## src/rtl/mul_operand_issue.sv

```systemverilog
// mul_operand_issue: FIFO-buffered operand feeder for the shift-and-add multiplier.
// Presents one (a, b) pair at a time and holds off the next until completion.
module mul_operand_issue #(
   parameter int WIDTH = 8,
   parameter int DEPTH = 4,
   parameter int CNT_W = $clog2(DEPTH) + 1
) (
   input  logic             clk,
   input  logic             rst,
   input  logic             s_valid,
   output logic             s_ready,
   input  logic [WIDTH-1:0] s_a,
   input  logic [WIDTH-1:0] s_b,
   output logic             mul_in_valid,
   input  logic             mul_in_ready,
   output logic [WIDTH-1:0] mul_a,
   output logic [WIDTH-1:0] mul_b,
   input  logic             mul_out_valid,
   output logic             inflight,
   output logic [CNT_W-1:0] fifo_count,
   output logic             err_spurious,
   output logic             err_ready_drop
);
   localparam int PTR_W = (DEPTH > 1) ? $clog2(DEPTH) : 1;

   typedef enum logic [1:0] {IDLE, ISSUE, WAIT} state_t;

   state_t           state;
   logic [WIDTH-1:0] mem_a [DEPTH];
   logic [WIDTH-1:0] mem_b [DEPTH];
   logic [PTR_W-1:0] wr_ptr;
   logic [PTR_W-1:0] rd_ptr;
   logic [CNT_W-1:0] count;
   logic [CNT_W-1:0] count_next;
   logic             push;
   logic             pop;
   logic             ready_q;
   logic [WIDTH-1:0] head_a;
   logic [WIDTH-1:0] head_b;

   assign s_ready    = (count != CNT_W'(DEPTH));
   assign push       = s_valid && s_ready;
   assign pop        = mul_in_valid && mul_in_ready;
   assign fifo_count = count;
   assign count_next = count + CNT_W'(push) - CNT_W'(pop);

   // A pair enqueued on the completion cycle into an empty FIFO is forwarded
   // straight into the issue registers, so it is not yet in storage.
   assign head_a = (count == '0) ? s_a : mem_a[rd_ptr];
   assign head_b = (count == '0) ? s_b : mem_b[rd_ptr];

   always_ff @(posedge clk) begin
      if (push) begin
         mem_a[wr_ptr] <= s_a;
         mem_b[wr_ptr] <= s_b;
      end
   end

   always_ff @(posedge clk or posedge rst) begin
      if (rst) begin
         state          <= IDLE;
         wr_ptr         <= '0;
         rd_ptr         <= '0;
         count          <= '0;
         mul_in_valid   <= 1'b0;
         mul_a          <= '0;
         mul_b          <= '0;
         inflight       <= 1'b0;
         err_spurious   <= 1'b0;
         err_ready_drop <= 1'b0;
         ready_q        <= 1'b0;
      end else begin
         count   <= count_next;
         ready_q <= mul_in_ready;
         if (push) wr_ptr <= wr_ptr + PTR_W'(1);
         if (pop)  rd_ptr <= rd_ptr + PTR_W'(1);
         if (mul_out_valid && !inflight) err_spurious <= 1'b1;
         case (state)
            IDLE: begin
               if (count != '0) begin
                  state        <= ISSUE;
                  mul_in_valid <= 1'b1;
                  mul_a        <= head_a;
                  mul_b        <= head_b;
               end
            end
            ISSUE: begin
               if (mul_in_ready) begin
                  state        <= WAIT;
                  mul_in_valid <= 1'b0;
                  inflight     <= 1'b1;
               end else if (ready_q) begin
                  err_ready_drop <= 1'b1;
               end
            end
            WAIT: begin
               if (mul_out_valid) begin
                  inflight <= 1'b0;
                  if (count_next != '0) begin
                     state        <= ISSUE;
                     mul_in_valid <= 1'b1;
                     mul_a        <= head_a;
                     mul_b        <= head_b;
                  end else begin
                     state <= IDLE;
                  end
               end
            end
            default: state <= IDLE;
         endcase
      end
   end
endmodule

```

## config.mk

```make
export PLATFORM = sky130hd
export DESIGN_NAME = mul_operand_issue
export DESIGN_NICKNAME = d
export VERILOG_FILES = /design/src/rtl/mul_operand_issue.sv
export SDC_FILE = /design/constraint.sdc
export NUM_CORES = 1
export LEC_CHECK = 0
export CAP_MARGIN = 30
export CORE_MARGIN = 4
export CORE_UTILIZATION = 59
export CTS_CLUSTER_DIAMETER = 150
export DETAILED_ROUTE_END_ITERATION = 8
export HOLD_SLACK_MARGIN = 0.06
export PLACE_DENSITY = 0.9
export SYNTH_ARGS = -nofsm -noshare
export SYNTH_HDL_FRONTEND = slang
export SYNTH_SLANG_ARGS = --single-unit
export TNS_END_PERCENT = 20
```

## constraint.sdc

```tcl
create_clock -name clk -period 5 [get_ports clk]
set_input_delay 1.5 -clock clk [delete_from_list [all_inputs] [get_ports clk]]
set_output_delay 1.5 -clock clk [all_outputs]
set_load 0.01 [all_outputs]
```

[Yosys cells after proc, flatten, opt, wreduce, memory -nomap -nowiden]
Memories as Yosys holds them, arrays and structs flattened.
Index checks and enable logic that the tools add are counted.
Word-level totals
  input port bits: 21
  output and inout bits: 24
  bits in registers: 30
  memories kept: 2
  memory bits (writable): 64
  word-level logic and storage cells: 66
Memories
  mem_a: words 4, width 8, read ports 1, clocked after memory_dff 0, write ports 1, RTL line 29  | logic [WIDTH-1:0] mem_a [DEPTH];
  mem_b: words 4, width 8, read ports 1, clocked after memory_dff 0, write ports 1, RTL line 30  | logic [WIDTH-1:0] mem_b [DEPTH];
Operators by class
  add/subtract/negate cells: 4
  mux-type cells: 25
  bitwise gates (word level): 1
  reduce and logical (&&, ||, !) cells: 16
  equality and inequality tests: 7
Operators by type and width (number)
  $mux 8: 8
  $pmux 8 s2: 2
  $mux 1: 9
  $reduce_and 3->1: 3
  $reduce_bool 3->1: 3
  $ne 2x2->1 const B: 4
  $mux 2: 3
  $pmux 2 s3: 1
  $reduce_and 5->1: 1
  $add 2x1->2 const B: 2
  $reduce_and 4->1: 1
  $reduce_bool 2->1: 2
  $add 3x1->3: 1
  $logic_and 1x1->1: 3
  $logic_not 3->1: 1
  $ne 3x3->1 const B: 1
  $pmux 1 s3: 1
  $sub 3x1->3: 1
  $eq 2x1->1 const B: 1
  $eq 2x2->1 const B: 1
  $logic_not 2->1: 1
  $pmux 1 s2: 1
  $logic_not 1->1: 1
  $not 1->1: 1

[Longest topological paths before layout]
  depth in word-level cells: 8
  depth in mapped cells: 15
  mapped depth without buffers: 12

[Least setup slack after synthesis]
No wires, ideal clock.
  kind: input to register
  start: input port s_valid
  end: register state[0]
  required time: 4876 ps
  arrival: 3806 ps
  path slack: 1070 ps
  stages: 12
  cells stage by stage: and2_1 inv_1 ha_1 inv_1 ha_1 fa_1 xnor3_1 or4b_1 buf_2 and2_1 buf_6 or2_1
On the way
  cells in the longest elaborated chain, start to end: 7
Ends and longest elaborated chain
  from (decl): RTL line 10  | input logic s_valid,
  $logic_and 1x1->1: RTL line 42  | assign push = s_valid && s_ready;
  $add 3x1->3: RTL line 45  | assign count_next = count + CNT_W'(push) - CNT_W'(pop);
  $sub 3x1->3: RTL line 45
  net count_next[2]: RTL line 34  | logic [CNT_W-1:0] count_next;
  $reduce_bool 3->1: RTL line 99  | if (count_next != '0) begin
  $mux 1: RTL line 99
  $mux 2: RTL line 97  | if (mul_out_valid) begin
  $pmux 2 s3: RTL line 78  | case (state)
  to (signal assigned): RTL line 81  | state <= ISSUE;
  to (signal assigned): RTL line 100  | state <= ISSUE;
  to (signal assigned): RTL line 105  | state <= IDLE;
  to (decl): RTL line 28  | state_t state;
The timed path passes the listed nets, and every way through them passes these cells. The select of a mux whose other input is x is not followed.
A chain may end at the register's enable or synchronous reset.

[Worst setup path in the final report]
Ends and elaborated chain as after synthesis.

==> impl_metrics.ini <==
[status]
status = finished clean

[drt]
wl_per_cell_um = 19.33
drt_iter0_markers = 161
viasPerCell = 5.981
postRouteAntennaNets = 0
wirelength_um = 7016
vias = 2171
firstDrtPassIters = 4
drcViolationCount = 0

[final_layout]
final_common_cell = edfxtp_1
register_area_um2 = 2673
multi_input_area_um2 = 994.7
nNetsFinal = 311
n_antenna_cell = 0
area_delta_synth_final_pct = 18.67
final_cell_mix = edfxtp_1 (64), clkdlybuf4s50_1 (44), nand2_1 (35), dfrtp_1 (30), a21oi_1 (18)
layout-drive-gt1-share_pct = 12.50
fillers = 388
stdcell_count = 363

[synth]
syn_nets = 264
ys_ff_latch = 94
synth_edf_count = 64
syn_area_per_cell_um2 = 15.93
ys_seq_area_share_pct = 71.08
syn_inst = 236
synthFlopType = edfxtp_1
synthesis.area_um2 = 3760
synth_async_sr_flop_share_pct = 31.91
yosysWarnings = 0
yosysUniqueCellTypes = 28

[timing]
grt_setup_unrepaired = no
setup_tns_ns = 0
finClkSkew_ns = 0.01047
drv_slew = 0
period_share_pct = 86.05
period_needed_ns = 4.303
max_freq_mhz = 232.4
holdWs_ns = 0.4488
hold_violations = 0
relSlewSlack_pct = 40.36
worstMarginPinSlew_ns = 0.8945
setup_viol = 0

[clocking]
clock_sinks = 94
cts.htree.levels = 3
ctsHoldBuffers = 0
clockBufferDepth = 2
cts-root-buf = clkbuf_8
clk_latency_ns = 0.35
post_cts.repair.setup_buffers = 0
numCtsBuffers = 9
cts_tree = yes
path_clk_slew_ns = 0.09
post_cts_resized = 0

[global_route]
grt_max_degree = 19
grt_pass1_vias = 2230
grt_usage_pct = 20.31
grt_pass1_wl_um = 11450
grt-ovfl-total = 0
antenna_found_initial = 0

[setup_path]
crit_path_end_kind = flop
critPathMaxStageDelay_ns = 0.51
crit_type = in2reg
path_cells = clkdlybuf4s50_1, and2_1, inv_1, ha_1, inv_1, ha_1, fa_1, xnor3_1, or4b_1, and2_1, or2_1
slowest_stage = clkdlybuf4s50_1
cp-start-kind = primary input
worst-path-buf-inv = 3
cp_top_family = simple AND/OR/NAND/NOR gates
crit_arrival_ns = 4.53
worstPathRequired_ns = 5.23
crit_fanout = 18

[power]
p_leak_nw = 1.632
pwr_density_cell_nw_per_um2 = 595.9
vdd_ir_drop_max_v = 0.0003937

[place]
io_buffers = 44
place.gp.congestion = 0.8032
dpl.hpwl_um = 4678
dp.cells = 347

[floorplanning]
dieArea_um2 = 7714
dieHeight_um = 87.83
core_um2 = 6061
die_w_um = 87.83
std_cell_rows = 28
initial_utilization_pct = 62.04
io-pin-count = 45

[worst_hold_path]
hold_class = reg2reg

[job]
maxCapViolCount = 0
## metal layers
layer  part of all wire, %  GRT usage, %  wire (µm)
met1                    43         28.43       3032
met2                    49         31.16       3438
met3                   7.2         6.397        507
met4                  0.53         5.997         37
met5                     0             0          0
## kinds of logic (layout without fill, tap and decap cells)
logic type      after synthesis  in the layout  share of synthesized area [%]
compound gates               41             41                          6.323
xor+xnor                      4              4                          1.298
fa+ha+maj                     7              7                          2.529
buf+inv                      21             73                          2.596
flops                        94             94                          71.08
mux                          17             17                          9.884
simple gates                 52             52                          6.290
## flip-flops by register name, summed over array words and instances, names as in the netlist, 2 cells and up
register	flops
rd_ptr	2
mem_a	32
mem_b	32
fifo_count	3
state	2
mul_b	8
wr_ptr	2
mul_a	8
## cells in the mapped netlist (2+ instances only)
cell type	instances	area share, %
edfxtp_1	64	51
nand2_1	35	3.5
dfrtp_1	30	20
a21oi_1	18	2.4
a31oi_1	16	2.7
mux4_2	16	9.6
inv_1	9	0.90
clkbuf_1	7	0.70
ha_1	6	2.0
and3_1	4	0.67
a21o_1	3	0.60
and2_1	3	0.50
buf_2	3	0.40
nor3_1	3	0.40
o21ai_0	3	0.40
buf_6	2	0.60
nand2b_1	2	0.33
xnor2_1	2	0.47
## path summary, 6_finish.rpt
check,start,endpoint,slack (ns),depth (start not counted)
min,ready_q$_DFF_PP0_,err_ready_drop$_DFFE_PP0P_,0.45,1
max,s_valid,state[0]$_DFFE_PP0P_,0.70,11
min reg2reg,ready_q$_DFF_PP0_,err_ready_drop$_DFFE_PP0P_,0.45,1
max reg2reg,fifo_count[1]$_DFF_PP0_,state[0]$_DFFE_PP0P_,1.67,12
max in group asynchronous,rst,state[0]$_DFFE_PP0P_,2.99,3
min in group asynchronous,rst,mul_b[0]$_DFFE_PP0P_,1.51,2
## where the power goes
group          switching, mW  internal, mW
clock                  0.248         0.179
combinational          0.480         0.510
sequential             0.169          1.07
## metrics by stage
| step | area (µm²) | setup slack, ns | total power, mW | utilization, % |
|---|---|---|---|---|
| finish | 4462 | 0.6973 | 2.659 | 73.62 |
| global route | 4462 | 0.5612 | 2.834 | 73.62 |
| CTS | 4462 | 0.7022 | 2.684 | 73.62 |
| detailed placement | 4297 | 0.3435 | 2.258 | 70.89 |
| global placement | 4243 | 0.4472 | 2.184 | 70.00 |
| floorplan | 3760 | 1.070 | 1.866 | - |
## final cells by class
cell class | count | share of cell area (%)
Sequential cell | 94 | 59.90
Multi-Input combinational cell | 121 | 22.29
Timing Repair Buffer | 48 | 11.25
Clock buffer | 10 | 2.860
Tap cell | 75 | 2.103
Clock inverter | 6 | 0.8413
Inverter | 9 | 0.7572
Note: power is estimated with default switching activity, not from simulation.
